**config.mk**
```make
export PLATFORM = sky130hd
export DESIGN_NAME = nibble_serial_adder_ctrl
export DESIGN_NICKNAME = d
export VERILOG_FILES = /design/src/rtl/nibble_serial_adder_ctrl.sv
export SDC_FILE = /design/constraint.sdc
export NUM_CORES = 1
export LEC_CHECK = 0
export CORE_ASPECT_RATIO = 0.5
export CORE_UTILIZATION = 50
export CTS_CLUSTER_SIZE = 40
export DETAILED_ROUTE_END_ITERATION = 7
export HOLD_SLACK_MARGIN = 0.05
export PLACE_DENSITY = 0.79
export SYNTH_ARGS = -nofsm -noshare
export SYNTH_HDL_FRONTEND = slang
export SYNTH_HIERARCHICAL = 1
export SYNTH_SLANG_ARGS = --single-unit
```
**constraint.sdc**
```tcl
create_clock -name clk -period 4.3 [get_ports clk]
set_input_delay 0.86 -clock clk [delete_from_list [all_inputs] [get_ports clk]]
set_output_delay 0.86 -clock clk [all_outputs]
set_load 0.01 [all_outputs]
```
**src/rtl/nibble_serial_adder_ctrl.sv**
```systemverilog
// -----------------------------------------------------------------------------
// nibble_serial_adder_ctrl
//
// Wide add/subtract built from one 4-bit ripple adder that is reused once per
// clock, least significant nibble first. Operands are captured on an accepted
// start, the carry is chained between nibbles through a register, and the
// full-width result is presented together with a one-cycle done pulse.
//
// Ports:
//   clk        clock, all state changes on the rising edge
//   rst        synchronous active-high reset; aborts any operation in flight
//   start      request, only looked at while idle
//   sub        0 = a + b, 1 = a - b (captured with the operands)
//   a, b       W-bit operands, W = 4*NIBBLES (captured on accepted start)
//   busy       high while nibbles are being processed
//   done       one-cycle pulse; sum/carry_out/overflow valid
//   sum        W-bit result register
//   carry_out  final adder carry (for subtraction 1 means no borrow)
//   overflow   two's-complement signed overflow
// -----------------------------------------------------------------------------

// 4-bit ripple-carry adder shared by the controller below.
module four_bit_full_adder (
   input  logic [3:0] a,
   input  logic [3:0] b,
   input  logic       cin,
   output logic [3:0] sum,
   output logic       cout
);
   logic [4:0] c;

   assign c[0] = cin;

   generate
      for (genvar gi = 0; gi < 4; gi++) begin : g_bit
         assign sum[gi]  = a[gi] ^ b[gi] ^ c[gi];
         assign c[gi+1]  = (a[gi] & b[gi]) | (c[gi] & (a[gi] ^ b[gi]));
      end
   endgenerate

   assign cout = c[4];
endmodule

module nibble_serial_adder_ctrl #(
   parameter int NIBBLES = 4
) (
   input  logic                 clk,
   input  logic                 rst,
   input  logic                 start,
   input  logic                 sub,
   input  logic [4*NIBBLES-1:0] a,
   input  logic [4*NIBBLES-1:0] b,
   output logic                 busy,
   output logic                 done,
   output logic [4*NIBBLES-1:0] sum,
   output logic                 carry_out,
   output logic                 overflow
);
   localparam int W     = 4 * NIBBLES;
   localparam int IDX_W = $clog2(NIBBLES);

   localparam logic [1:0] IDLE = 2'd0;
   localparam logic [1:0] RUN  = 2'd1;
   localparam logic [1:0] DONE = 2'd2;

   logic [1:0]       state_reg;
   logic [IDX_W-1:0] idx_reg;
   logic             carry_reg;
   logic [W-1:0]     a_reg;
   // Holds the effective B operand (already inverted for subtraction), so
   // the subtract flag itself only needs to live on as the initial carry.
   logic [W-1:0]     b_reg;
   logic [W-1:0]     sum_reg;
   logic             carry_out_reg;
   logic             overflow_reg;

   logic [IDX_W+1:0] bit_base;
   logic [3:0]       add_a;
   logic [3:0]       add_b;
   logic [3:0]       add_sum;
   logic             add_cout;
   logic             last_nibble;

   // Bit offset of the current nibble: idx * 4.
   assign bit_base    = {idx_reg, 2'b00};
   assign add_a       = a_reg[bit_base +: 4];
   assign add_b       = b_reg[bit_base +: 4];
   assign last_nibble = (idx_reg == IDX_W'(NIBBLES - 1));

   four_bit_full_adder u_adder (
      .a    (add_a),
      .b    (add_b),
      .cin  (carry_reg),
      .sum  (add_sum),
      .cout (add_cout)
   );

   always_ff @(posedge clk) begin
      if (rst) begin
         state_reg     <= IDLE;
         idx_reg       <= '0;
         carry_reg     <= 1'b0;
         a_reg         <= '0;
         b_reg         <= '0;
         sum_reg       <= '0;
         carry_out_reg <= 1'b0;
         overflow_reg  <= 1'b0;
      end else begin
         case (state_reg)
            IDLE: begin
               if (start) begin
                  a_reg         <= a;
                  b_reg         <= b ^ {W{sub}};
                  // Subtraction is a + ~b + 1: the +1 enters as carry-in.
                  carry_reg     <= sub;
                  idx_reg       <= '0;
                  sum_reg       <= '0;
                  carry_out_reg <= 1'b0;
                  overflow_reg  <= 1'b0;
                  state_reg     <= RUN;
               end
            end
            RUN: begin
               sum_reg[bit_base +: 4] <= add_sum;
               carry_reg              <= add_cout;
               if (last_nibble) begin
                  idx_reg       <= '0;
                  carry_out_reg <= add_cout;
                  // Signed overflow: operands share a sign that the result lost.
                  // add_sum[3] is the result MSB being written this edge.
                  overflow_reg  <= (a_reg[W-1] == b_reg[W-1]) &&
                                   (add_sum[3] != a_reg[W-1]);
                  state_reg     <= DONE;
               end else begin
                  idx_reg <= idx_reg + IDX_W'(1);
               end
            end
            DONE: begin
               state_reg <= IDLE;
            end
            default: begin
               state_reg <= IDLE;
            end
         endcase
      end
   end

   assign busy      = (state_reg == RUN);
   assign done      = (state_reg == DONE);
   assign sum       = sum_reg;
   assign carry_out = carry_out_reg;
   assign overflow  = overflow_reg;
endmodule

```
==> run_results.csv, run 1 <==
group,metric,value,unit
layout,fillers,394,
sta,fmax,0.311,GHz
synth,syn_nets,307,
floorplanning,design.portCount,56,
grt,first_pass_grt_wire_length,9.20,mm
sta,final_hold_violation_count,0,
clock_network,cts_num_sinks,55,
drt,drt-wirelength-per-cell,14.2,um
placed_design,post_detailed_placement_cell_area,3160,um2
pwr,power.internal,786,uW
critical_path,critical_path.reg2reg.endpoint,"sum[15]$_SDFFE_PP0P_",
critical_path,critPathCapture,"sum[15]$_SDFFE_PP0P_",
critical_path,ff2ff_path_depth,11,
layout,ant_diodes,0,
critical_path,timing_worst_setup_path_type,"flip-flop to flip-flop",
sta,max_slew.worst_pin.slew,941,ps
sta,worst_clock_skew,5.53,ps
floorplanning,floorplan.core_area,4950,um2
clock_network,cts_hold_buf,0,
floorplanning,floorplan.initialDensity,0.521,
critical_path,largest_fanout_on_the_critical_path,12,
synth,post_synth_num_cell_types,34,
critical_path,timing.critical_path.slowest_stage_cell,"sky130_fd_sc_hd__dfxtp_1",
synth,post_synthesis_cells,261,
pwr,p_comb_frac,0.186,
worst_hold_path,hold_class,"flip-flop to flip-flop",
drt,vias_per_cell,5.28,
synth,yosys_warnings,6,
critical_path,rr_startpoint,"idx_reg[1]$_SDFFE_PP0P_",
pwr,power.net_switching,286,uW
sta,max-slew-margin-rel,0.371,
drt,drt_pass1_iterations,4,
pwr,total_leakage_power,1.18,nW
outcome,outcome,"finished, final reports clean",
drt,initialDrtViolationCount,62,
drt,route.final.wire_length,5.40,mm
synth,ys_ff_latch,55,
clock_network,tritoncts.num_buffers,5,
floorplanning,placement_rows,18,
clock_network,h-tree-depth,2,
pwr,total_power,1.07,mW
grt,grtUsageTotal,0.215,
grt,antenna_found_initial,0,
sta,number_of_endpoints_failing_setup_at_the_final_stage,0,
sta,layout_worst_path_cycle_share,0.748,
grt,maximum_number_of_pins_on_one_net_before_global_route_repair,50,
drt,post-route-drc-count,0,
pwr,p_sw_frac,0.267,
clock_network,cts_buffer_depth,2,
critical_path,r2r_slack,1090,ps
clock_network,root_cell_of_the_clock_tree,"sky130_fd_sc_hd__clkbuf_8",
critical_path,crit_chain,"mux4_2 > fa_1 > inv_1 > fa_1 > inv_1 > fa_1 > inv_1 > fa_1 > inv_1 > nor2b_1 > a22o_1",
sta,rsz_0062_raised_after_global_routing,"no",
flow_run,max_cap_viol_count,0,
critical_path,critical_path.max_stage_delay,650,ps
pwr,clock_network_fraction_of_design_power,0.294,
clock_network,tritoncts,"yes",
sta,final_max_slew_viol_count,0,
critical_path,timing.critical_path.from_type,"flip-flop",
critical_path,cp.arrival,3470,ps
synth,synth.avg_cell_area,9.89,um2
floorplanning,die_area,5470,um2
grt,first_global_vias,1958,
sta,totalNegativeSetupSlack,0,ps
placed_design,place.detailed.hpwl,3.98,mm
floorplanning,die_y,52.8,um
critical_path,worstSetupStartpoint,"idx_reg[1]$_SDFFE_PP0P_",
grt,globalRoute.totalOverflow,0,
layout,finish.net_count,355,
layout,area_growth_syn_to_layout,26.5,%
pwr,sequentialPowerShare,0.521,
floorplanning,overall_die_width,104,um
critical_path,critPathRequiredTime,4550,ps
clock_network,post_cts.resized_instances,0,
clock_network,cts_post_setup_buffers_inserted,0,
synth,synth.yosys.seq_area_share,0.426,
synth,netlist_area,2580,um2
layout,layout-drive-gt1-share,0.0903,
placed_design,placer_congestion_estimate,0.844,
critical_path,cp-end-kind,"flip-flop",
clock_network,clock_latency,310,ps
sta,period_minus_slack,3210,ps
layout,finish.instance_area,3270,um2
pwr,power.ir.vdd_worst,0.170,mV
drt,ant_nets,0,
worst_hold_path,hold_path.startpoint,"a_reg[4]$_SDFFE_PP0P_",
pwr,power-per-cell-area,328,nW/um2
placed_design,place.port_buffers,55,
drt,route.vias.total,2007,
clock_network,clk_pin_slew,100,ps
## Yosys cell counts, drive strengths merged
library cell	n	area, um2
a211oi	16	120
a21oi	23	126
a221oi	1	8.76
a22o	16	140
a2bb2oi	1	8.76
a32o	1	10.0
buf	11	65.1
clkbuf	6	22.5
dfxtp	55	1100
fa	4	80.1
ha	6	75.1
inv	14	52.6
mux2	4	45.0
mux2i	1	10.0
mux4	8	180
nand2	34	128
nand2b	3	18.8
nand3	3	15.0
nand3b	2	15.0
nand4bb	1	11.3
nor2	20	75.1
nor2b	6	37.5
nor3b	2	31.3
nor4	2	25.0
o21bai	1	7.51
o22ai	1	6.26
or3	1	6.26
or3b	2	20.0
xnor2	16	140
## routing by layer
layer / vias to the layer above / routed length, um / share of wire / track usage
met1: 966 / 2650 / 0.49 / 0.268
met4: 0 / 40 / 0.0074 / 0.0628
met2: 39 / 2530 / 0.47 / 0.383
met5: - / 0 / 0 / 0
met3: 5 / 184 / 0.034 / 0.0460
li1: 997 / - / - / -
## cells by family after synthesis
| logic type | after synthesis | synth area share |
|---|---|---|
| and+or+nand+nor | 76 | 0.148 |
| adders and majority gates | 10 | 0.0601 |
| xor gates and xnor gates | 16 | 0.0543 |
| muxes | 13 | 0.0911 |
| buffers and inverters | 31 | 0.0543 |
| AOI/OAI and AO/OA | 60 | 0.166 |
| DFF | 55 | 0.426 |
## how the worst min path moves through the flow
stage,endpoint,cells after the start,slack (ps)
finish,a_reg[4]$_SDFFE_PP0P_,2,460
global route,a_reg[12]$_SDFFE_PP0P_,2,470
CTS,a_reg[12]$_SDFFE_PP0P_,2,460
detailed placement,a_reg[4]$_SDFFE_PP0P_,2,450
global placement,a_reg[11]$_SDFFE_PP0P_,2,450
floorplan,a_reg[10]$_SDFFE_PP0P_,2,430
## worst max-delay path, delay by kind of cell, from the launching register on
family	cells	cell delay, ps
flops	1	650
compound gates	1	180
mux	1	420
simple gates	1	230
fa+ha+maj	4	1330
buf+inv	4	340
## layout by cell type (no fill, tap or decap), types with 7 or more instances in the layout
master,Yosys,final
sky130_fd_sc_hd__nand2_1,34,34
sky130_fd_sc_hd__inv_1,13,13
sky130_fd_sc_hd__mux4_2,8,8
sky130_fd_sc_hd__a211oi_1,16,16
sky130_fd_sc_hd__clkbuf_8,0,7
sky130_fd_sc_hd__a21oi_1,20,20
sky130_fd_sc_hd__xnor2_1,16,16
sky130_fd_sc_hd__clkdlybuf4s50_1,0,55
sky130_fd_sc_hd__a22o_1,16,16
sky130_fd_sc_hd__dfxtp_1,55,55
sky130_fd_sc_hd__nor2_1,20,20
## power by group through the flow
stage          Sequential [mW]  Clock [mW]  Combinational (mW)
6_report                 0.558       0.315               0.199
5_1_grt                  0.562       0.342               0.219
4_1_cts                  0.558       0.318               0.199
3_5_place_dp             0.569           0               0.198
3_3_place_gp             0.570           0               0.191
2_1_floorplan            0.561           0               0.135
## layout make-up
| cell class | count | area, um2 | area share |
|---|---|---|---|
| clock inverter | 1 | 7.51 | 0.00230 |
| multi-input combinational | 175 | 1350 | 0.413 |
| inverter | 14 | 52.6 | 0.0161 |
| sequential | 55 | 1100 | 0.337 |
| timing repair buffer | 58 | 573 | 0.175 |
| clock buffer | 7 | 96.3 | 0.0295 |
| tap | 70 | 87.6 | 0.0268 |
## per-stage QoR
stage,utilization,hold slack (ps),instances,setup slack (ps)
final,0.659,459,380,1090
after global routing,0.659,474,380,809
after CTS,0.659,461,380,1070
after detailed placement,0.638,447,372,1100
after global placement,0.638,448,372,1200
after floorplan,-,433,261,1210
Power figures use the tool's default switching activity.
==> inputs of run 2 (changes only) <==
clock period = 3 ns   (was 4.3 ns; I/O delays follow)
==> run_results.csv, run 2 (synthesized netlist as in run 1, its figures left out) <==
group,metric,value,unit
critical_path,crit_chain,"mux4_2 > fa_2 > inv_2 > fa_2 > inv_2 > fa_2 > inv_2 > fa_1 > inv_2 > nand2b_1 > o22ai_1 > a32o_2",
sta,max_slew.worst_pin.slew,656,ps
layout,ant_diodes,0,
outcome,outcome,"finished, final reports clean",
critical_path,cp.arrival,3170,ps
critical_path,timing.critical_path.slowest_stage_cell,"sky130_fd_sc_hd__mux4_2",
clock_network,clock_latency,300,ps
layout,finish.net_count,361,
drt,vias_per_cell,5.13,
sta,worst_clock_skew,2.84,ps
critical_path,crit_path_frequent_cell,"sky130_fd_sc_hd__inv_2",
placed_design,place_inst,378,
sta,layout_worst_path_cycle_share,0.973,
sta,fmax,0.342,GHz
critical_path,critPathRequiredTime,3250,ps
layout,commonest_non_fill_non_tap_cell_in_the_layout,"sky130_fd_sc_hd__clkdlybuf4s50_1",
placed_design,place.detailed.hpwl,3.93,mm
floorplanning,die_y,52.8,um
clock_network,cts_buffer_depth,2,
pwr,power-per-cell-area,446,nW/um2
critical_path,critPathTopFamily,"adder cells",
pwr,power.internal,1.08,mW
worst_hold_path,hold_class,"flip-flop to flip-flop",
floorplanning,overall_die_width,104,um
drt,route.vias.total,1969,
critical_path,timing_worst_setup_path_type,"flip-flop to flip-flop",
floorplanning,floorplan.core_area,4950,um2
critical_path,worst-path-buf-inv,4,
worst_hold_path,hold_path_depth,2,
floorplanning,floorplan.initialDensity,0.521,
layout,area_growth_syn_to_layout,27.7,%
grt,maximum_number_of_pins_on_one_net_before_global_route_repair,49,
layout,layout-drive-gt1-share,0.134,
placed_design,placer_congestion_estimate,0.791,
pwr,total_leakage_power,1.20,nW
pwr,p_comb_frac,0.199,
placed_design,dp_slack,23.6,ps
critical_path,critical_path.max_stage_delay,530,ps
layout,final_cell_count_no_fill,384,
floorplanning,design.portCount,56,
sta,final_hold_violation_count,0,
sta,final_max_slew_viol_count,0,
sta,rsz_0062_raised_after_global_routing,"yes",
clock_network,clk_pin_slew,90,ps
flow_run,max_cap_viol_count,0,
drt,ant_nets,0,
grt,grtUsageTotal,0.201,
pwr,total_power,1.47,mW
clock_network,root_cell_of_the_clock_tree,"sky130_fd_sc_hd__clkbuf_8",
layout,finish.instance_area,3300,um2
clock_network,cts_num_sinks,55,
clock_network,tritoncts,"yes",
critical_path,largest_fanout_on_the_critical_path,5,
sta,max-slew-margin-rel,0.563,
floorplanning,die_area,5470,um2
layout,most-common-layout-cells,"sky130_fd_sc_hd__clkdlybuf4s50_1, sky130_fd_sc_hd__dfxtp_1, sky130_fd_sc_hd__nand2_1",
drt,route.final.wire_length,5.19,mm
placed_design,place.port_buffers,55,
grt,first_global_vias,1917,
drt,drt_pass1_iterations,4,
pwr,sequentialPowerShare,0.541,
drt,post-route-drc-count,0,
critical_path,critical_path_cell_count,12,
clock_network,h-tree-depth,2,
clock_network,cts_hold_buf,0,
grt,first_pass_grt_wire_length,8.59,mm
placed_design,post_detailed_placement_cell_area,3210,um2
critical_path,timing.critical_path.from_type,"flip-flop",
floorplanning,placement_rows,18,
drt,initialDrtViolationCount,55,
critical_path,ff2ff_path_depth,12,
clock_network,cts_post_setup_buffers_inserted,0,
sta,period_minus_slack,2920,ps
pwr,power.net_switching,393,uW
clock_network,tritoncts.num_buffers,5,
pwr,p_sw_frac,0.267,
drt,drt-wirelength-per-cell,13.5,um
grt,antenna_found_initial,0,
pwr,clock_network_fraction_of_design_power,0.260,
grt,globalRoute.totalOverflow,0,
sta,setup_slack,80.0,ps
pwr,power.ir.vdd_worst,0.282,mV
sta,totalNegativeSetupSlack,0,ps
sta,number_of_endpoints_failing_setup_at_the_final_stage,0,
critical_path,cp-end-kind,"flip-flop",
run 2: cell types whose count changed in the layout (fill, tap and decap cells not counted):
cell | before | now
sky130_fd_sc_hd__dfxtp_4 | 0 | 1
sky130_fd_sc_hd__a32o_1 | 1 | 0
sky130_fd_sc_hd__a32o_2 | 0 | 1
sky130_fd_sc_hd__clkbuf_8 | 7 | 5
sky130_fd_sc_hd__buf_4 | 3 | 9
sky130_fd_sc_hd__dfxtp_1 | 55 | 54
sky130_fd_sc_hd__fa_2 | 0 | 3
sky130_fd_sc_hd__nor2b_1 | 6 | 5
sky130_fd_sc_hd__nor2b_2 | 0 | 1
sky130_fd_sc_hd__inv_1 | 13 | 9
sky130_fd_sc_hd__inv_2 | 1 | 5
sky130_fd_sc_hd__fa_1 | 4 | 1
run 2: timing repair:
item | 4_1_cts | 5_1_grt
endpoints found under the hold margin | 0 | 0
pin swaps | 0 | 3
setup endpoints to repair | 3 | 4
gates resized for setup | 1 | 8
run 2: layout make-up:
cell class / instances / area, um2
clock buffer: 5 / 68.8
inverter: 14 / 52.6
timing repair buffer: 64 / 618
multi-input combinational: 175 / 1360
fill: 414 / 1660
sequential: 55 / 1100
clock inverter: 1 / 7.51
tap: 70 / 87.6
run 2: worst reg2reg max path: stages, from the launching register on:
cell and delay, ps:
sky130_fd_sc_hd__dfxtp_4 390, sky130_fd_sc_hd__mux4_2 530, sky130_fd_sc_hd__fa_2 400, sky130_fd_sc_hd__inv_2 60
sky130_fd_sc_hd__fa_2 190, sky130_fd_sc_hd__inv_2 40, sky130_fd_sc_hd__fa_2 320, sky130_fd_sc_hd__inv_2 60
sky130_fd_sc_hd__fa_1 420, sky130_fd_sc_hd__inv_2 90, sky130_fd_sc_hd__nand2b_1 60, sky130_fd_sc_hd__o22ai_1 170
sky130_fd_sc_hd__a32o_2 140
run 2: stage by stage:
stage          hold slack (ps)  utilization
3_5_place_dp               449        0.648
3_3_place_gp               442        0.648
6_report                   462        0.666
4_1_cts                    462        0.664
2_1_floorplan              433            -
5_1_grt                    476        0.666
run 2: routing by layer:
metal / track usage / vias up / part of all wire
li1: - / 1011 / -
met1: 0.255 / 914 / 0.49
met2: 0.346 / 38 / 0.47
met3: 0.0497 / 6 / 0.031
met4: 0.0628 / 0 / 0.0096
met5: 0 / - / 0
run 2: path summary, 6_finish.rpt:
check	startpoint	slack, ps	to
setup / recovery	idx_reg[0]$_SDFFE_PP0P_	80	overflow$_SDFFE_PP0P_
hold / removal	a_reg[8]$_SDFFE_PP0P_	460	a_reg[8]$_SDFFE_PP0P_
setup reg to reg	idx_reg[0]$_SDFFE_PP0P_	80	overflow$_SDFFE_PP0P_
hold reg to reg	a_reg[8]$_SDFFE_PP0P_	460	a_reg[8]$_SDFFE_PP0P_
run 2: power groups by stage:
stage | logic (mW) | registers [mW] | clock network, mW
after CTS | 0.291 | 0.796 | 0.386
after detailed placement | 0.291 | 0.814 | 0
after floorplan | 0.196 | 0.804 | 0
after global routing | 0.324 | 0.801 | 0.423
after global placement | 0.284 | 0.812 | 0
final | 0.294 | 0.796 | 0.382
==> inputs of run 3 (changes only) <==
GPL_ROUTABILITY_DRIVEN = 0   (was unset)
==> results of run 3 <==
The final DEF is identical to that of run 2; final timing and power are the same.
